===== config.mk =====
export PLATFORM = sky130hd
export DESIGN_NAME = alu_arbiter
export DESIGN_NICKNAME = d
export VERILOG_FILES = /design/src/rtl/alu_arbiter.sv
export SDC_FILE = /design/constraint.sdc
export NUM_CORES = 1
export LEC_CHECK = 0
export BUFFER_PORTS_ARGS = -buffer_cell sky130_fd_sc_hd__buf_2
export CAP_MARGIN = 15
export CORE_AREA = 2 2 54 56
export DETAILED_ROUTE_END_ITERATION = 8
export DIE_AREA = 0 0 56 58
export HOLD_SLACK_MARGIN = 0.02
export PLACE_DENSITY = 0.9
export SETUP_SLACK_MARGIN = 0.1
export SLEW_MARGIN = 20
export SYNTH_ARGS = -nofsm -noshare
export SYNTH_HDL_FRONTEND = slang
export SYNTH_SLANG_ARGS = --single-unit

===== constraint.sdc =====
create_clock -name clk -period 3.4 [get_ports clk]
set_input_delay 0.51 -clock clk [delete_from_list [all_inputs] [get_ports clk]]
set_output_delay 0.51 -clock clk [all_outputs]
set_load 0.01 [all_outputs]

===== src/rtl/alu_arbiter.sv =====
`default_nettype none
// ============================================================================
// Module   : alu_arbiter
// Purpose  : Shares one N-bit ALU between two requesters. Round-robin choice
//            on ties, then a fixed IDLE -> EXEC -> DONE sequence: the winner's
//            operands are latched into the ALU drive registers, the ALU result
//            and status flags are captured at the end of EXEC, and a one-cycle
//            done pulse is returned to the owner.
// Ports    : clk, rst                     clock, synchronous active-high reset
//            req0/1, a0/1, b0/1,          request, operands, select code and
//            sel0/1, cin0/1               carry-in from each requester
//            gnt0/1, done0/1, busy        handshake pulses and activity flag
//            alu_a, alu_b, alu_select,    registered drive to the shared ALU
//            alu_cin
//            alu_q, alu_cout              combinational ALU response
//            result, zero, carry_flag,    captured result and flags of the
//            overflow, negative           last completed operation
// Revision : 1.0 - initial release
// ============================================================================
module alu_arbiter #(
    parameter int N = 4
) (
    input  logic         clk,
    input  logic         rst,
    input  logic         req0,
    input  logic         req1,
    input  logic [N-1:0] a0,
    input  logic [N-1:0] b0,
    input  logic [N-1:0] a1,
    input  logic [N-1:0] b1,
    input  logic [2:0]   sel0,
    input  logic [2:0]   sel1,
    input  logic         cin0,
    input  logic         cin1,
    output logic         gnt0,
    output logic         gnt1,
    output logic         done0,
    output logic         done1,
    output logic         busy,
    output logic [N-1:0] alu_a,
    output logic [N-1:0] alu_b,
    output logic [2:0]   alu_select,
    output logic         alu_cin,
    input  logic [N-1:0] alu_q,
    input  logic         alu_cout,
    output logic [N-1:0] result,
    output logic         zero,
    output logic         carry_flag,
    output logic         overflow,
    output logic         negative
);

    localparam logic [2:0] C_SEL_ADD = 3'd3;
    localparam logic [2:0] C_SEL_SUB = 3'd4;

    typedef enum logic [1:0] {
        S_IDLE = 2'd0,
        S_EXEC = 2'd1,
        S_DONE = 2'd2
    } state_t;

    state_t r_state;
    state_t w_next;
    logic   r_last;     // requester served most recently
    logic   r_owner;    // requester owning the operation in flight
    logic   w_any;
    logic   w_pick1;    // requester 1 wins this IDLE cycle

    assign w_any   = req0 | req1;
    // Requester 1 wins when alone, or on a tie when requester 0 was served last.
    assign w_pick1 = req1 & (~req0 | ~r_last);

    always_comb begin
        w_next = r_state;
        case (r_state)
            S_IDLE:  if (w_any) w_next = S_EXEC;
            S_EXEC:  w_next = S_DONE;
            S_DONE:  w_next = S_IDLE;
            default: w_next = S_IDLE;
        endcase
    end

    always_ff @(posedge clk) begin
        if (rst) begin
            r_state    <= S_IDLE;
            r_last     <= 1'b1;
            r_owner    <= 1'b0;
            gnt0       <= 1'b0;
            gnt1       <= 1'b0;
            done0      <= 1'b0;
            done1      <= 1'b0;
            busy       <= 1'b0;
            alu_a      <= '0;
            alu_b      <= '0;
            alu_select <= '0;
            alu_cin    <= 1'b0;
            result     <= '0;
            zero       <= 1'b0;
            carry_flag <= 1'b0;
            overflow   <= 1'b0;
            negative   <= 1'b0;
        end else begin
            r_state <= w_next;
            busy    <= (w_next != S_IDLE);
            gnt0    <= 1'b0;
            gnt1    <= 1'b0;
            done0   <= 1'b0;
            done1   <= 1'b0;
            case (r_state)
                S_IDLE: begin
                    if (w_any) begin
                        alu_a      <= w_pick1 ? a1   : a0;
                        alu_b      <= w_pick1 ? b1   : b0;
                        alu_select <= w_pick1 ? sel1 : sel0;
                        alu_cin    <= w_pick1 ? cin1 : cin0;
                        r_owner    <= w_pick1;
                        r_last     <= w_pick1;
                        gnt0       <= ~w_pick1;
                        gnt1       <= w_pick1;
                    end
                end
                S_EXEC: begin
                    // Capture and raise done on the same edge so that done and
                    // the new result appear together in the DONE cycle.
                    result     <= alu_q;
                    zero       <= (alu_q == '0);
                    carry_flag <= alu_cout & ((alu_select == C_SEL_ADD) ||
                                              (alu_select == C_SEL_SUB));
                    overflow   <= alu_cout & (alu_select == C_SEL_ADD);
                    negative   <= alu_cout & (alu_select == C_SEL_SUB);
                    done0      <= ~r_owner;
                    done1      <= r_owner;
                end
                default: ;
            endcase
        end
    end

endmodule
`default_nettype wire


After elaboration in Yosys (flattened, before gate mapping)
Cells that the tools add are included.
{ "totals": {"regBits": 29, "wordCells": 46} }
{ "op_classes": {"eq_ne": 3, "n_mux": 6, "bitwise": 13, "reduce_logical": 7} }
{ "ops": {"columns": ["op", "count"], "rows": [
  ["$mux W4", 2],
  ["$not A1 Y1", 7],
  ["$and A1 B1 Y1", 4],
  ["$logic_not A4 Y1", 1],
  ["$pmux W2 S2", 1],
  ["$eq A3 B2 Y1 const B", 1],
  ["$eq A3 B3 Y1 const B", 1],
  ["$mux W3", 1],
  ["$reduce_or A3 Y1", 1],
  ["$eq A2 B1 Y1 const B", 1],
  ["$logic_not A2 Y1", 1],
  ["$mux W2", 1],
  ["$or A1 B1 Y1", 2],
  ["$reduce_and A2 Y1", 1],
  ["$reduce_bool A2 Y1", 1],
  ["$reduce_or A2 Y1", 1],
  ["$logic_or A1 B1 Y1", 1],
  ["$mux W1", 1]
]} }

Logic depth before layout (Yosys ltp)
{ "depth": {"ltp_word": 4, "depth_mapped": 5} }

Worst setup path after synthesis
No wires, ideal clock.
{ "synth_path": {"path_kind": "input to register", "start": "input port req0", "end": "register alu_a[3]", "setup_ns": 0.088, "t_arrival_ns": 1.317, "path_slack_ns": 1.995, "cell_stages": 5, "n_path_buf": 2, "cell_sequence": "or2_1 -> buf_6 -> and2_4 -> buf_6 -> a311oi_2"} }
{ "synth_between": {"elab_chain_cells": 4} }
{ "synth_rtl": {"columns": ["item", "line", "source"], "rows": [
  ["from (decl)", "25", "input logic req0,"],
  ["$not A1 Y1", "71", "assign w_pick1 = req1 & (~req0 | ~r_last);"],
  ["$or A1 B1 Y1", "71", null],
  ["$and A1 B1 Y1", "71", null],
  ["$mux W4", "112", "alu_a <= w_pick1 ? a1 : a0;"],
  ["to (signal assigned)", "112", null],
  ["to (decl)", "40", "output logic [N-1:0] alu_a,"]
]} }
Several ways; a longest one is shown, not always the timed one.
A chain may end at the register's enable or synchronous reset.

Final worst setup path
{ "layout_path": {"start": "register r_last", "end": "register alu_select[1]"} }
{ "layout_between": {"elab_chain_cells": 4} }
{ "layout_rtl": {"columns": ["item", "line", "source"], "rows": [
  ["from (decl)", "64", "logic r_last;"],
  ["from (signal assigned)", "117", "r_last <= w_pick1;"],
  ["$not A1 Y1", "71", null],
  ["$or A1 B1 Y1", "71", null],
  ["$and A1 B1 Y1", "71", null],
  ["$mux W3", "114", "alu_select <= w_pick1 ? sel1 : sel0;"],
  ["to (signal assigned)", "114", null],
  ["to (decl)", "42", "output logic [2:0] alu_select,"]
]} }
No other way between the ends.

==> Flow_metrics.wiki <==
{| class="wikitable"
! Metric !! Value
|-
| Status || finished clean
|-
| Final std cells w/o fill || 218
|-
| Launch instance of the worst min-delay path || alu_q[3]
|-
| Crit path DAT || 1610 ps
|-
| Cells taking the most area after synthesis || sky130_fd_sc_hd__dfxtp_1 48%, sky130_fd_sc_hd__a311oi_2 12%, sky130_fd_sc_hd__nand2_1 12%
|-
| Worst Hold Path EP || result[3]
|-
| Layout overhead on the synthesized area || 26.21%
|-
| Setup crit end kind || flop
|-
| Reg2Reg Setup Slack || 2020 ps
|-
| Final-report max-slew violation count || 0
|-
| Initial DRT Pass Iterations || 4
|-
| DIE WIDTH || 56 um
|-
| Net count, final || 220
|-
| Root buffer selected by CTS || sky130_fd_sc_hd__clkbuf_4
|-
| Effective utilization at floorplan || 45.72%
|-
| Share of synthesized flip-flops with an asynchronous set or reset || 0%
|-
| Clock slew seen by the registers of the worst setup and hold paths || 80 ps
|-
| Clock Skews || 7.630 ps
|-
| Startpoint Class || flop
|-
| Post-synthesis sequential element count || 29
|-
| Number of global-route vias before repair || 1,013
|-
| Antenna diode count || 0
|-
| Proportion of layout cells with a drive suffix above 1 || 41.18%
|-
| CTS Buf Count || 5
|-
| Cell Count Post-Placement || 211
|-
| Worst Path Max Fanout || 14
|-
| Congestion Overflow GR || 0
|-
| Final non-filler cell area || 0.001536 mm^2
|-
| Post-DRT Antenna Nets || 0
|-
| TritonCTS clock tree || done
|-
| Setup-failing EPs final || 0
|-
| Total standard cell area after synthesis || 0.001217 mm^2
|-
| Slowest cell on the critical path || sky130_fd_sc_hd__a21boi_2
|-
| Final HPWL from detailed placement || 1936 um
|-
| Maximum number of pins on one net before global-route repair || 29
|-
| Vertical extent of the die || 58 um
|-
| Most instantiated flip-flop cell in the synthesis netlist || sky130_fd_sc_hd__dfxtp_1
|-
| Post-detailed-routing wire length || 2644 um
|-
| Clock network latency to the later pin of the worst-skew pair || 310 ps
|-
| R2R cell count || 3
|-
| Slew Limit Headroom || 57.51%
|-
| Synth unique cells || 28
|-
| Fraction of the yosys area taken by sequential cells || 47.69%
|-
| RSZ-0062 raised after global routing || false
|-
| Area of the die || 0.003248 mm^2
|-
| Number of buffers inserted for hold repair after clock tree synthesis || 0
|-
| Average wire per cell in the routed design || 12.13 um
|-
| Hold Path Cell Cnt || 3
|-
| Pwr Total || 0.7414 mW
|-
| Area taken by flip-flops and latches || 580.6 um^2
|-
| Postcts setup bufs || 0
|-
| Number of gates resized after cts || 0
|-
| Final Core Density || 57.71%
|-
| Post-placement setup slack || 1708 ps
|-
| Crit Path Category || flop to flop
|-
| Worst voltage drop across the vdd grid || 0.0003023 V
|-
| Routed via count || 1,126
|-
| Type of the worst min-delay path || input port to flop
|-
| Power density over the cells || 482.6 mW/mm^2
|-
| Average cell area after synthesis || 9.085 um^2
|-
| Number of antenna violations at the first check in global routing || 0
|-
| Total leakage power || 0.7100 nW
|-
| Post-synth top area share || 47.69%
|-
| Core Box Area || 0.002663 mm^2
|-
| Number of placement rows || 19
|-
| Detailed-routed wire length on met2 || 1252 um
|-
| Final RePlAce weighted congestion || 0.7464
|-
| Setup TNS || 0 ps
|-
| Minimum clock period || 1376 ps
|-
| Count of final hold-check violations || 0
|-
| WHS || 445.4 ps
|-
| Largest stage delay, worst path || 530 ps
|-
| Area post-placement || 0.001481 mm^2
|-
| IO Pins || 58
|-
| Total nets after synthesis || 167
|-
| Wire length of the first global-routing pass || 4319 um
|-
| Fillers || 256
|-
| EDFF count, synth || 0
|-
| Number of maximum-capacitance constraint violations || 0
|-
| Top-count cell post-synth || sky130_fd_sc_hd__nand2_1
|-
| Count of routing violations after the opening detailed-route iteration || 32
|-
| Vias per cell || 5.165
|-
| Synthesized instance count || 134
|-
| Routed wl met3 || 223 um
|-
| Area occupied by multi-input gates || 576.8 um^2
|-
| Final period util || 40.46%
|-
| Final WS setup || 2024 ps
|-
| Critical-path cell list || a21boi_2 -> nand2_1 -> a311oi_2
|-
| Number of port buffers || 57
|-
| Transition time at the pin with the least slew margin || 633.7 ps
|-
| Number of design rule violations left after detail routing || 0
|-
| FMAX || 727.0 MHz
|-
| Dominant cell type by area after synthesis || sky130_fd_sc_hd__dfxtp_1
|-
| R2R Path Start || r_last
|-
| Met1 wire length || 1133 um
|-
| Yosys synthesis warning count || 0
|-
| Crit Reg-Reg Endpoint || alu_select[1]
|-
| Most instantiated cells after synthesis || 38 x sky130_fd_sc_hd__nand2_1, 29 x sky130_fd_sc_hd__dfxtp_1, 21 x sky130_fd_sc_hd__a21oi_1
|-
| GRT Util Overall || 17.23%
|-
| CP Data Required Time || 3630 ps
|-
| Buffer levels on the longest clock path || 2
|-
| H-tree levels || 2
|-
| Number of clock sinks || 29
|-
| Top metal layer carrying routed signals || met4
|}
state kept, by name (all words and copies together) (netlist names), 2 cells and up:
name and flops:
result 4, alu_select 3, r_state 2, alu_a 4, alu_b 4
cells in the final DEF (no fill, tap or decap), drive strengths merged:
cell type   n
a211o       1
nor3        3
a311oi     12
clkbuf      7
and3        1
a21oi      21
a21boi      2
nand2b      1
dfxtp      29
nand3       2
nor4        1
nor2        3
a21bo       1
o211ai      1
o21ba       1
nor2b       1
nor3b       1
buf        57
and3b       1
or2         1
nand2      38
and2        2
layer usage:
metal | up-vias | track usage (%)
li1 | 575 | -
met1 | 497 | 19.92
met2 | 48 | 29.24
met3 | 6 | 6.696
met4 | 0 | 6.122
met5 | - | 0
cells by family after synthesis:
kind of cell           after synthesis  share of synthesized area, %
and+or+nand+nor                     55                         20.45
AOI/OAI and AO/OA                   39                         26.93
DFF                                 29                         47.69
buffers and inverters               11                         4.933
worst max path at each step:
stage	start	to	slack (ps)	depth (start not counted)
final	r_last	alu_select[1]	2020	3
after global routing	r_last	alu_select[1]	1910	3
after CTS	r_last	alu_a[1]	2020	3
after detailed placement	req0	r_last	1710	4
after global placement	req0	r_last	1740	4
after floorplan	req0	alu_a[3]	2000	5
worst max-delay path, delay by kind of cell, from the launching register on:
| kind | cells | cell delay [ps] |
|---|---|---|
| AO/OA/AOI/OAI | 2 | 800 |
| flip-flops | 1 | 340 |
| AND/OR/NAND/NOR | 1 | 160 |
report_power, final:
| group | leakage [nW] | switching (mW) | internal [mW] |
|---|---|---|---|
| clock | 0.0314 | 0.106 | 0.0974 |
| combinational | 0.440 | 0.0869 | 0.0666 |
| sequential | 0.239 | 0.0170 | 0.368 |
| total | 0.710 | 0.210 | 0.532 |
cell type report:
class	instances	area share, %
Sequential cell	29	37.79
Tap cell	31	2.524
Clock buffer	7	3.583
Timing Repair Buffer	57	18.57
Multi-Input combinational cell	94	37.54
Power figures use the tool's default switching activity.
